$ cat config.mk
export PLATFORM = sky130hd
export DESIGN_NAME = fp32_sum_capture
export DESIGN_NICKNAME = d
export VERILOG_FILES = /design/src/rtl/fp32_sum_capture.sv
export SDC_FILE = /design/constraint.sdc
export NUM_CORES = 1
export LEC_CHECK = 0
export ABC_CLOCK_PERIOD_IN_PS = 4300
export CAP_MARGIN = 20
export CORE_MARGIN = 2
export CORE_UTILIZATION = 50
export CTS_CLUSTER_DIAMETER = 150
export DETAILED_ROUTE_END_ITERATION = 10
export PLACE_DENSITY = 0.83
export SLEW_MARGIN = 40
export SYNTH_ARGS = -nofsm -noshare
export SYNTH_HDL_FRONTEND = slang
export SYNTH_SLANG_ARGS = --single-unit
$ cat constraint.sdc
create_clock -name clk -period 4.3 [get_ports clk]
set_input_delay 0.645 -clock clk [delete_from_list [all_inputs] [get_ports clk]]
set_output_delay 0.645 -clock clk [all_outputs]
set_load 0.02 [all_outputs]
$ cat src/rtl/fp32_sum_capture.sv
// Capture stage for float32 adder sums: 2-entry FIFO, IEEE class tagging, event counters.
// Optional FP32_CANON_NAN_EN replaces every NaN with the canonical quiet NaN 0x7FC00000.
module fp32_sum_capture #(
   parameter int CNT_W = 16,
   parameter int DEPTH = 2
) (
   input  logic             clk,
   input  logic             rst,
   input  logic             in_valid,
   output logic             in_ready,
   input  logic [31:0]      in_sum,
   output logic             out_valid,
   input  logic             out_ready,
   output logic [31:0]      out_sum,
   output logic             out_sign,
   output logic [2:0]       out_class,
   input  logic             clr_cnt,
   output logic [CNT_W-1:0] zero_cnt,
   output logic [CNT_W-1:0] inf_cnt,
   output logic [CNT_W-1:0] nan_cnt
);

   generate
      if (DEPTH != 2) begin : g_depth_chk
         $error("fp32_sum_capture: DEPTH must be 2");
      end
   endgenerate

   localparam logic [2:0] C_ZERO = 3'd0;
   localparam logic [2:0] C_SUB  = 3'd1;
   localparam logic [2:0] C_NORM = 3'd2;
   localparam logic [2:0] C_INF  = 3'd3;
   localparam logic [2:0] C_QNAN = 3'd4;
   localparam logic [2:0] C_SNAN = 3'd5;

   typedef enum logic [1:0] {
      S_EMPTY = 2'd0,
      S_ONE   = 2'd1,
      S_FULL  = 2'd2
   } occ_t;

   occ_t        state;
   occ_t        state_nxt;
   logic        push;
   logic        pop;
   logic        wr_ptr;
   logic        rd_ptr;
   logic [31:0] mem_sum [2];
   logic [2:0]  mem_cls [2];

   logic [7:0]  exp_f;
   logic [22:0] frac_f;
   logic [2:0]  cls_in;
   logic        is_nan;
   logic [31:0] word_in;

   assign push = in_valid & in_ready;
   assign pop  = out_valid & out_ready;

   always_comb begin
      exp_f  = in_sum[30:23];
      frac_f = in_sum[22:0];
      cls_in = C_NORM;
      unique case (1'b1)
         (exp_f == 8'h00) && (frac_f == 23'd0): cls_in = C_ZERO;
         (exp_f == 8'h00) && (frac_f != 23'd0): cls_in = C_SUB;
         (exp_f == 8'hFF) && (frac_f == 23'd0): cls_in = C_INF;
         (exp_f == 8'hFF) && frac_f[22]:        cls_in = C_QNAN;
         (exp_f == 8'hFF) && (frac_f != 23'd0)
            && !frac_f[22]:                     cls_in = C_SNAN;
         default:                               cls_in = C_NORM;
      endcase
   end

   assign is_nan = (cls_in == C_QNAN) || (cls_in == C_SNAN);

`ifdef FP32_CANON_NAN_EN
   assign word_in = is_nan ? 32'h7FC0_0000 : in_sum;
`else
   assign word_in = in_sum;
`endif

   always_comb begin
      state_nxt = state;
      unique case (state)
         S_EMPTY: if (push) state_nxt = S_ONE;
         S_ONE: begin
            if (push && !pop)      state_nxt = S_FULL;
            else if (pop && !push) state_nxt = S_EMPTY;
         end
         S_FULL:  if (pop) state_nxt = S_ONE;
         default: state_nxt = S_EMPTY;
      endcase
   end

   // Handshake flags come only from the occupancy register.
   assign in_ready  = (state != S_FULL);
   assign out_valid = (state != S_EMPTY);

   always_ff @(posedge clk or posedge rst) begin
      if (rst) begin
         state <= S_EMPTY;
      end else begin
         state <= state_nxt;
      end
   end

   always_ff @(posedge clk or posedge rst) begin
      if (rst) begin
         wr_ptr     <= 1'b0;
         rd_ptr     <= 1'b0;
         mem_sum[0] <= 32'd0;
         mem_sum[1] <= 32'd0;
         mem_cls[0] <= 3'd0;
         mem_cls[1] <= 3'd0;
      end else begin
         if (push) begin
            mem_sum[wr_ptr] <= word_in;
            mem_cls[wr_ptr] <= cls_in;
            wr_ptr          <= ~wr_ptr;
         end
         if (pop) begin
            rd_ptr <= ~rd_ptr;
         end
      end
   end

   assign out_sum   = mem_sum[rd_ptr];
   assign out_sign  = out_sum[31];
   assign out_class = mem_cls[rd_ptr];

   always_ff @(posedge clk or posedge rst) begin
      if (rst) begin
         zero_cnt <= '0;
         inf_cnt  <= '0;
         nan_cnt  <= '0;
      end else if (clr_cnt) begin
         zero_cnt <= '0;
         inf_cnt  <= '0;
         nan_cnt  <= '0;
      end else if (push) begin
         if ((cls_in == C_ZERO) && !(&zero_cnt)) zero_cnt <= zero_cnt + 1'b1;
         if ((cls_in == C_INF) && !(&inf_cnt))   inf_cnt  <= inf_cnt + 1'b1;
         if (is_nan && !(&nan_cnt))              nan_cnt  <= nan_cnt + 1'b1;
      end
   end

endmodule

==> out/qor.yml, run 1 <==
die:
  die_h_um: 114
  num_rows: 40
  dieWidth_um: 114
  start_util_pct: 50.6
  die_area_um2: 13000
  core_um2: 11900
  io_pins: 123
critical_path:
  rr_worst_depth: 6
  critPathBufInv: 2
  path_max_fanout: 21
  cp_data_arrival_time_ns: 2.65
  crit_family: "buffers and inverters"
  rrSetupSlack_ns: 1.62
  startpoint: "rd_ptr"
  crit_path_end_kind: "output pin"
  crit_required_ns: 3.65
  r2r_start: "state[1]"
  r2r_end: "zero_cnt[13]"
  crit_type: "register to output pin"
  slowest_delay_ns: 0.84
  path_cells: "buf_4 -> mux2_2 -> clkdlybuf4s50_1"
  slowest_stage: "dfrtp_1"
  critPathLaunchType: "register"
sta:
  worst_slew_pin_slew_ns: 0.777
  slew_violations: 0
  setup_viol: 0
  finalHoldViolCount: 0
  setup_slack_ns: 1.00
  relSlewSlack_pct: 48.2
  setup_tns_ns: 0
  period_share_pct: 76.7
  max_freq_mhz: 303
  grt_setup_unrepaired: "no"
  whs_ns: 0.488
  period_minus_slack_ns: 3.30
  clock_skew_ns: 0.00641
worst_hold_path:
  min_from: "mem_cls[2]"
  hold_path.class: "register to register"
  min_delay_worst_endpoint: "mem_cls[2]"
  hold_depth: 2
route:
  firstDrtPassIters: 5
  vias: 4780
  wire_per_inst_um: 18.6
  wl_um: 15000
  drtAntennaViolNets: 0
  drt_iter0_drc: 369
  drc: 0
  avgViaCountPerCell: 5.93
synthesis:
  synth_xor_area_share_pct: 0.581
  synthFlopType: "dfrtp_1"
  yosys.cell_types.count: 46
  synthAdderAreaFrac_pct: 0.830
  synthSimpleGateAreaFrac_pct: 16.2
  syn_avg_cell_area_um2: 11.4
  ys_warn_count: 0
  syn_area_um2: 6030
  synth_top_family_by_area: "multiplexers"
  synth_edf_count: 0
  synth_compound_area_share_pct: 8.05
  syn_nets: 570
  synth-seq-area-share_pct: 50.6
  syn_inst: 529
  synth_mux_area_share_pct: 20.7
  synth-seq-cells: 122
  async_reset_ff_share_pct: 100
final_layout:
  drive_gt1_share_pct: 24.4
  layout.cells.non_filler: 806
  area_delta_synth_final_pct: 32.5
  fin_nets: 687
  final_core_util_pct: 67.1
  ff_latch_area_um2: 3050
  design_area_um2: 7990
  antenna_cells: 0
  multi_input_area_um2: 2840
  n_fill_cell: 918
clock_network:
  clock_latency_ns: 0.41
  hold_buffers: 0
  root_buffer: "clkbuf_16"
  cts_tree: "done"
  postCtsSetupBuffers: 0
  cts_resized: 0
  htreeDepth: 4
  cts_buffers: 17
  cts_sinks: 122
  cts_buffer_depth: 2
  clkTransAtPathRegs_ns: 0.05
grt:
  grt_pass1_vias: 4921
  grt_start_max_net_pins: 66
  grt_first_pass_wirelength_um: 24800
  grt_usage_pct: 24.3
  antenna_found_initial: 0
  overflow: 0
run:
  cap_viol_max_count: 0
placement:
  gp_congestion: 0.825
  numPortBuffers: 122
  placed_cell_area_um2: 7390
  dp_cells: 774
  place_hpwl_um: 10000
  dp_worst_setup_slack_ns: 0.685
pwr:
  power.total_mw: 4.95
  p_leak_nw: 3.07
  p_per_area_nw_per_um2: 620
  worst_ir_drop_vdd_mv: 0.498
status:
  outcome: "finished, final reports clean"
## state kept, by name, indices dropped and copies added, names as in the netlist
name      flops
mem_sum      64
wr_ptr        1
state         2
mem_cls       6
zero_cnt     16
rd_ptr        1
nan_cnt      16
inf_cnt      16
## power breakdown
| part | switching (mW) | leakage, nW | internal (mW) |
|---|---|---|---|
| sequential | 0.216 | 1.54 | 1.48 |
| combinational | 0.859 | 1.26 | 1.03 |
| clock | 0.530 | 0.264 | 0.827 |
## layer usage
metal  global-route usage (%)  vias to the layer above  routed length, um
li1                         -                     2212                  -
met1                     30.0                     2391               6180
met2                     40.9                      164               7560
met3                     8.34                       13               1070
met4                     6.59                        0                162
met5                        0                        -                  0
## worst max path at each step
stage	endpoint	cells after the start
floorplan	inf_cnt[0]	1
global placement	zero_cnt[13]	6
detailed placement	zero_cnt[13]	6
CTS	out_sum[13]	3
global route	out_sum[13]	3
finish	out_sum[13]	3
## cells in the mapped netlist (2+ instances only)
cell type  count  area [um^2]
and4_1         5         43.8
or4_1         15          113
dfrtp_1      122         3050
mux2i_1        3         30.0
o21ai_0       25          125
o2111ai_1      2         17.5
buf_4          2         15.0
nor3_1         4         20.0
nand2_1       24         90.1
nand3_1       19         95.1
xnor2_1        3         26.3
and3_1         4         25.0
a21oi_1       36          180
nand2b_1       3         18.8
mux2_2       108         1220
nor2b_1        9         56.3
nor4_1        11         68.8
o31ai_1       15          113
buf_2          2         10.0
inv_1         10         37.5
buf_6          2         22.5
clkbuf_1      21         78.8
ha_1           4         50.1
nand4_1       15         93.8
or3_1         21          131
nor4_2         4         50.1
nor2_1        21         78.8
## worst register-to-register path, stage by stage, from the launching register on
cell     delay, ns
dfrtp_1       0.42
nor2b_1       0.20
inv_1         0.20
nand4_1       0.11
or4_1         0.85
nor4_1        0.42
mux2_2        0.37
## logic make-up after synthesis
logic type	Yosys count
AND/OR/NAND/NOR	164
flip-flops	122
multiplexers	111
AO/OA/AOI/OAI	85
buffers and inverters	39
XOR/XNOR	4
adder cells (fa/ha/maj)	4
## layout by cell type (no fill, tap or decap), drive strengths merged, types with 4 or more instances in the layout
cell / instances
mux2: 108
nor2: 21
nor2b: 9
nor3: 4
ha: 4
buf: 6
and3: 5
or4: 15
nand3: 19
clkbuf: 19
nor4: 16
nand4: 16
o31ai: 15
nand2: 24
clkdlybuf4s50: 121
clkinvlp: 6
clkinv: 4
inv: 12
and4: 5
o21ai: 26
or3: 21
a21oi: 36
dfrtp: 122
## cell type report
type | count | share of cell area (%)
clock buffers | 19 | 5.67
clock inverters | 13 | 1.50
inverters | 10 | 0.532
multi-input cells | 368 | 35.6
flip-flops and latches | 122 | 38.2
well taps | 147 | 2.30
repair buffers | 127 | 16.2
Note: power is estimated with default switching activity, not from simulation.
==> inputs of run 2 (changes only) <==
--- a/config.mk
+++ b/config.mk
@@ -5,13 +5,13 @@
 export SDC_FILE = /design/constraint.sdc
 export NUM_CORES = 1
 export LEC_CHECK = 0
-export ABC_CLOCK_PERIOD_IN_PS = 4300
+export ABC_CLOCK_PERIOD_IN_PS = 2700
 export CAP_MARGIN = 20
 export CORE_MARGIN = 2
-export CORE_UTILIZATION = 50
+export CORE_UTILIZATION = 47
 export CTS_CLUSTER_DIAMETER = 150
 export DETAILED_ROUTE_END_ITERATION = 10
-export PLACE_DENSITY = 0.83
+export PLACE_DENSITY = 0.82
 export SLEW_MARGIN = 40
 export SYNTH_ARGS = -nofsm -noshare
 export SYNTH_HDL_FRONTEND = slang
==> constraint.sdc (replaced) <==
create_clock -name clk -period 2.7 [get_ports clk]
set_input_delay 0.405 -clock clk [delete_from_list [all_inputs] [get_ports clk]]
set_output_delay 0.405 -clock clk [all_outputs]
set_load 0.02 [all_outputs]
==> out/qor.yml, run 2 (synthesis results as in run 1) <==
clock_network:
  clock_latency_ns: 0.42
  clkTransAtPathRegs_ns: 0.05
  hold_buffers: 0
  cts_buffer_depth: 2
  htreeDepth: 4
  postCtsSetupBuffers: 0
  root_buffer: "clkbuf_16"
  cts_tree: "done"
  cts_buffers: 17
  cts_sinks: 122
critical_path:
  critPathLaunchType: "input port"
  cp_data_arrival_time_ns: 2.98
  path_max_fanout: 16
  r2r_start: "state[1]"
  crit_type: "input port to register"
  crit_required_ns: 2.99
  rrSetupSlack_ns: 0.29
  r2r_end: "zero_cnt[13]"
  crit_path_end_kind: "register"
  path_cells: "clkdlybuf4s50_1 -> nor4_1 -> buf_4 -> nand2_1 -> or4_1 -> buf_4 -> nor4_1 -> mux2_2"
  rr_worst_depth: 7
  slowest_stage: "or4_1"
  slowest_delay_ns: 0.55
final_layout:
  area_delta_synth_final_pct: 38.7
  largest_reg_flops: 64
  mostFrequentLayoutCell: "dfrtp_1"
  drive_gt1_share_pct: 28.4
  fin_nets: 731
  antenna_cells: 0
  regMostFlops: "mem_sum"
  final_cell_mix: "dfrtp_1, clkdlybuf4s50_1, mux2_2"
sta:
  slew_violations: 0
  worst_slew_pin_slew_ns: 0.742
  setup_tns_ns: 0
  period_share_pct: 99.6
  clock_skew_ns: 0.00820
  period_minus_slack_ns: 2.69
  finalHoldViolCount: 0
  grt_setup_unrepaired: "no"
  max_freq_mhz: 372
  setup_viol: 0
  relSlewSlack_pct: 50.6
  setup_slack_ns: 0.0108
worst_hold_path:
  min_delay_worst_endpoint: "mem_sum[29]"
  min_from: "mem_sum[29]"
  hold_depth: 1
  hold_path.class: "register to register"
status:
  outcome: "finished, final reports clean"
route:
  firstDrtPassIters: 4
  wl_um: 15000
  avgViaCountPerCell: 5.60
  drc: 0
  vias: 4887
  drtAntennaViolNets: 0
  wire_per_inst_um: 17.2
  drt_iter0_drc: 350
die:
  core_um2: 12600
  die_h_um: 117
  start_util_pct: 48.0
  die_area_um2: 13800
  num_rows: 41
  io_pins: 123
  dieWidth_um: 117
placement:
  place_hpwl_um: 10400
  gp_congestion: 0.804
  numPortBuffers: 122
  dp_worst_setup_slack_ns: -0.395
pwr:
  worst_ir_drop_vdd_mv: 0.842
  p_per_area_nw_per_um2: 959
  power.total_mw: 8.02
  p_leak_nw: 3.30
grt:
  grt_usage_pct: 22.7
  grt_first_pass_wirelength_um: 24000
  antenna_found_initial: 0
  overflow: 0
  grt_pass1_vias: 4992
  grt_start_max_net_pins: 123
run:
  cap_viol_max_count: 0
run 2: routing by layer:
layer  up-vias  global-route usage, %  routed length [um]
met1      2425                   27.2                6180
met4         0                   7.92                 227
li1       2303                      -                   -
met3        22                   9.27                1130
met2       137                   37.0                7440
met5         -                      0                   0
run 2: how the worst max path moves through the flow:
stage,slack [ns],cells past startpoint,endpoint,start
final,0.01,8,zero_cnt[13],in_sum[6]
after floorplan,0.41,6,zero_cnt[13],in_sum[18]
after global routing,0.02,8,zero_cnt[12],in_sum[18]
after global placement,-0.37,8,zero_cnt[13],in_sum[18]
after CTS,0.04,8,zero_cnt[13],in_sum[18]
after detailed placement,-0.39,8,zero_cnt[13],in_sum[18]
run 2: power breakdown:
| group | leakage, nW | internal (mW) | switching (mW) |
|---|---|---|---|
| Sequential | 1.54 | 2.36 | 0.279 |
| Clock | 0.298 | 1.53 | 0.781 |
| Combinational | 1.46 | 1.68 | 1.38 |
run 2: final cells by class:
cell class	count	area, um^2
multi-input combinational	368	2830
sequential	122	3050
timing repair buffer	171	1620
tap	172	215
fill	932	4210
clock buffer	22	484
clock inverter	8	118
inverter	10	41.3
run 2: worst max-delay path: cells and delay by family:
family,cells,cell delay (ns)
simple gates,4,1.39
mux,1,0.37
buf+inv,3,0.82
run 2: timing repair:
| action | in CTS | in global routing |
|---|---|---|
| gates resized for setup | 0 | 1 |
| setup endpoints to repair | 0 | 4 |
| hold endpoints to repair | 0 | 0 |
run 2: per-stage QoR:
stage / area [um^2] / util (%) / cells / hold WS, ns
after floorplan: 6030 / - / 529 / 0.444
after global placement: 7740 / 61.6 / 843 / 0.461
after detailed placement: 7750 / 61.7 / 843 / 0.492
after CTS: 8350 / 66.5 / 873 / 0.504
after global routing: 8360 / 66.5 / 873 / 0.516
final: 8360 / 66.5 / 873 / 0.499
==> inputs of run 3 (changes only) <==
--- a/config.mk
+++ b/config.mk
@@ -7,9 +7,10 @@
 export LEC_CHECK = 0
 export ABC_CLOCK_PERIOD_IN_PS = 2700
 export CAP_MARGIN = 20
+export CELL_PAD_IN_SITES_DETAIL_PLACEMENT = 0
+export CELL_PAD_IN_SITES_GLOBAL_PLACEMENT = 1
 export CORE_MARGIN = 2
-export CORE_UTILIZATION = 47
-export CTS_CLUSTER_DIAMETER = 150
+export CORE_UTILIZATION = 37
 export DETAILED_ROUTE_END_ITERATION = 10
 export PLACE_DENSITY = 0.82
 export SLEW_MARGIN = 40
==> out/qor.yml, run 3 (synthesis results as in run 1) <==
clock_network:
  clock_latency_ns: 0.42
  postCtsSetupBuffers: 0
  cts_buffers: 17
  cts_buffer_depth: 2
  root_buffer: "clkbuf_16"
  cts_tree: "done"
  htreeDepth: 4
  cts_resized: 0
  clkTransAtPathRegs_ns: 0.06
  cts_sinks: 122
  hold_buffers: 0
final_layout:
  area_delta_synth_final_pct: 40.5
  mostFrequentLayoutCell: "dfrtp_1"
  n_fill_cell: 1393
  layout.cells.non_filler: 918
  multi_input_area_um2: 2820
  antenna_cells: 0
  ff_latch_area_um2: 3050
  final_cell_mix: "dfrtp_1, clkdlybuf4s50_1, mux2_2"
  drive_gt1_share_pct: 28.3
  regMostFlops: "mem_sum"
  largest_reg_flops: 64
  fin_nets: 730
sta:
  clock_skew_ns: 0.00778
  whs_ns: 0.482
  slew_violations: 0
  relSlewSlack_pct: 49.7
  grt_setup_unrepaired: "no"
  max_freq_mhz: 380
  setup_tns_ns: 0
  setup_slack_ns: 0.0691
  finalHoldViolCount: 0
  period_minus_slack_ns: 2.63
  worst_slew_pin_slew_ns: 0.755
  setup_viol: 0
  period_share_pct: 97.4
pwr:
  p_comb_share_pct: 37.3
  seq_power_share_pct: 32.2
  clockPowerShare_pct: 30.5
  p_per_area_nw_per_um2: 968
  p_leak_nw: 3.32
  worst_ir_drop_vdd_mv: 0.698
  p_sw_mw: 2.51
  power.total_mw: 8.21
  internal_power_mw: 5.70
  p_sw_share_pct: 30.6
route:
  wire_per_inst_um: 16.5
  wl_um: 15100
  drtAntennaViolNets: 0
  avgViaCountPerCell: 5.27
  drc: 0
  firstDrtPassIters: 4
  vias: 4838
  drt_iter0_drc: 223
critical_path:
  crit_type: "input port to register"
  cp_data_arrival_time_ns: 2.93
  crit_required_ns: 3.00
  crit_path_end_kind: "register"
  worst-path-stages: 7
  path_cells: "clkdlybuf4s50_1 -> nor4_2 -> nand4_2 -> or4_1 -> buf_4 -> nor4_1 -> mux2_2"
  slowest_stage: "or4_1"
  slowest_delay_ns: 0.54
  path_max_fanout: 15
  critPathBufInv: 2
  crit_family: "simple AND/OR/NAND/NOR gates"
  critPathLaunchType: "input port"
  rr_worst_depth: 7
die:
  die_h_um: 132
  core_um2: 15900
  num_rows: 46
  dieWidth_um: 132
  start_util_pct: 38.0
  die_area_um2: 17300
  io_pins: 123
grt:
  grt_first_pass_wirelength_um: 25100
  grt_usage_pct: 18.0
  overflow: 0
  antenna_found_initial: 0
  grt_start_max_net_pins: 123
  grt_pass1_vias: 4925
status:
  outcome: "finished, final reports clean"
run:
  cap_viol_max_count: 0
placement:
  dp_worst_setup_slack_ns: -0.401
  numPortBuffers: 122
  gp_congestion: 0.777
  place_hpwl_um: 10700
  dp_cells: 886
worst_hold_path:
  hold_path.class: "register to register"
  hold_depth: 2
==> run 3: final timing paths <==
kind                       startpoint  slack [ns]      endpoint
setup reg to reg             state[1]        0.26  zero_cnt[13]
hold reg to reg            mem_cls[0]        0.48    mem_cls[0]
max in group asynchronous         rst        1.66   inf_cnt[11]
hold / removal             mem_cls[0]        0.48    mem_cls[0]
setup / recovery           in_sum[18]        0.07  zero_cnt[13]
min in group asynchronous         rst        0.51   mem_sum[34]
==> run 3: worst register-to-register path, delay by kind of cell, from the launching register on <==
kind	cells	cell delay, ns
buffers and inverters	2	0.35
multiplexers	1	0.38
flip-flops	1	0.42
AND/OR/NAND/NOR	4	1.17
==> run 3: layer usage <==
metal / global-route usage (%) / vias up / wire length [um]
met4: 5.92 / 0 / 263
li1: - / 2305 / -
met2: 29.7 / 105 / 7510
met5: 0 / - / 0
met3: 4.90 / 17 / 568
met1: 22.9 / 2411 / 6790
==> run 3: final cells by class <==
type                    instances  area share (%)
flip-flops and latches        122            36.0
multi-input cells             368            33.3
repair buffers                170            19.3
clock buffers                  19            5.11
well taps                     216            3.19
clock inverters                13            2.55
inverters                      10           0.487
==> run 3: per-stage QoR <==
stage / cell area, um^2 / utilization, %
after floorplan: 6030 / -
after global placement: 7820 / 49.2
after detailed placement: 7820 / 49.2
after CTS: 8470 / 53.3
after global routing: 8470 / 53.3
final: 8470 / 53.3
==> run 3: power by group through the flow <==
stage	clock (mW)	sequential [mW]	combinational, mW
floorplan	0	2.56	1.89
global placement	0	2.62	3.02
detailed placement	0	2.67	3.06
CTS	2.55	2.65	3.08
global route	2.63	2.72	3.23
finish	2.51	2.64	3.06
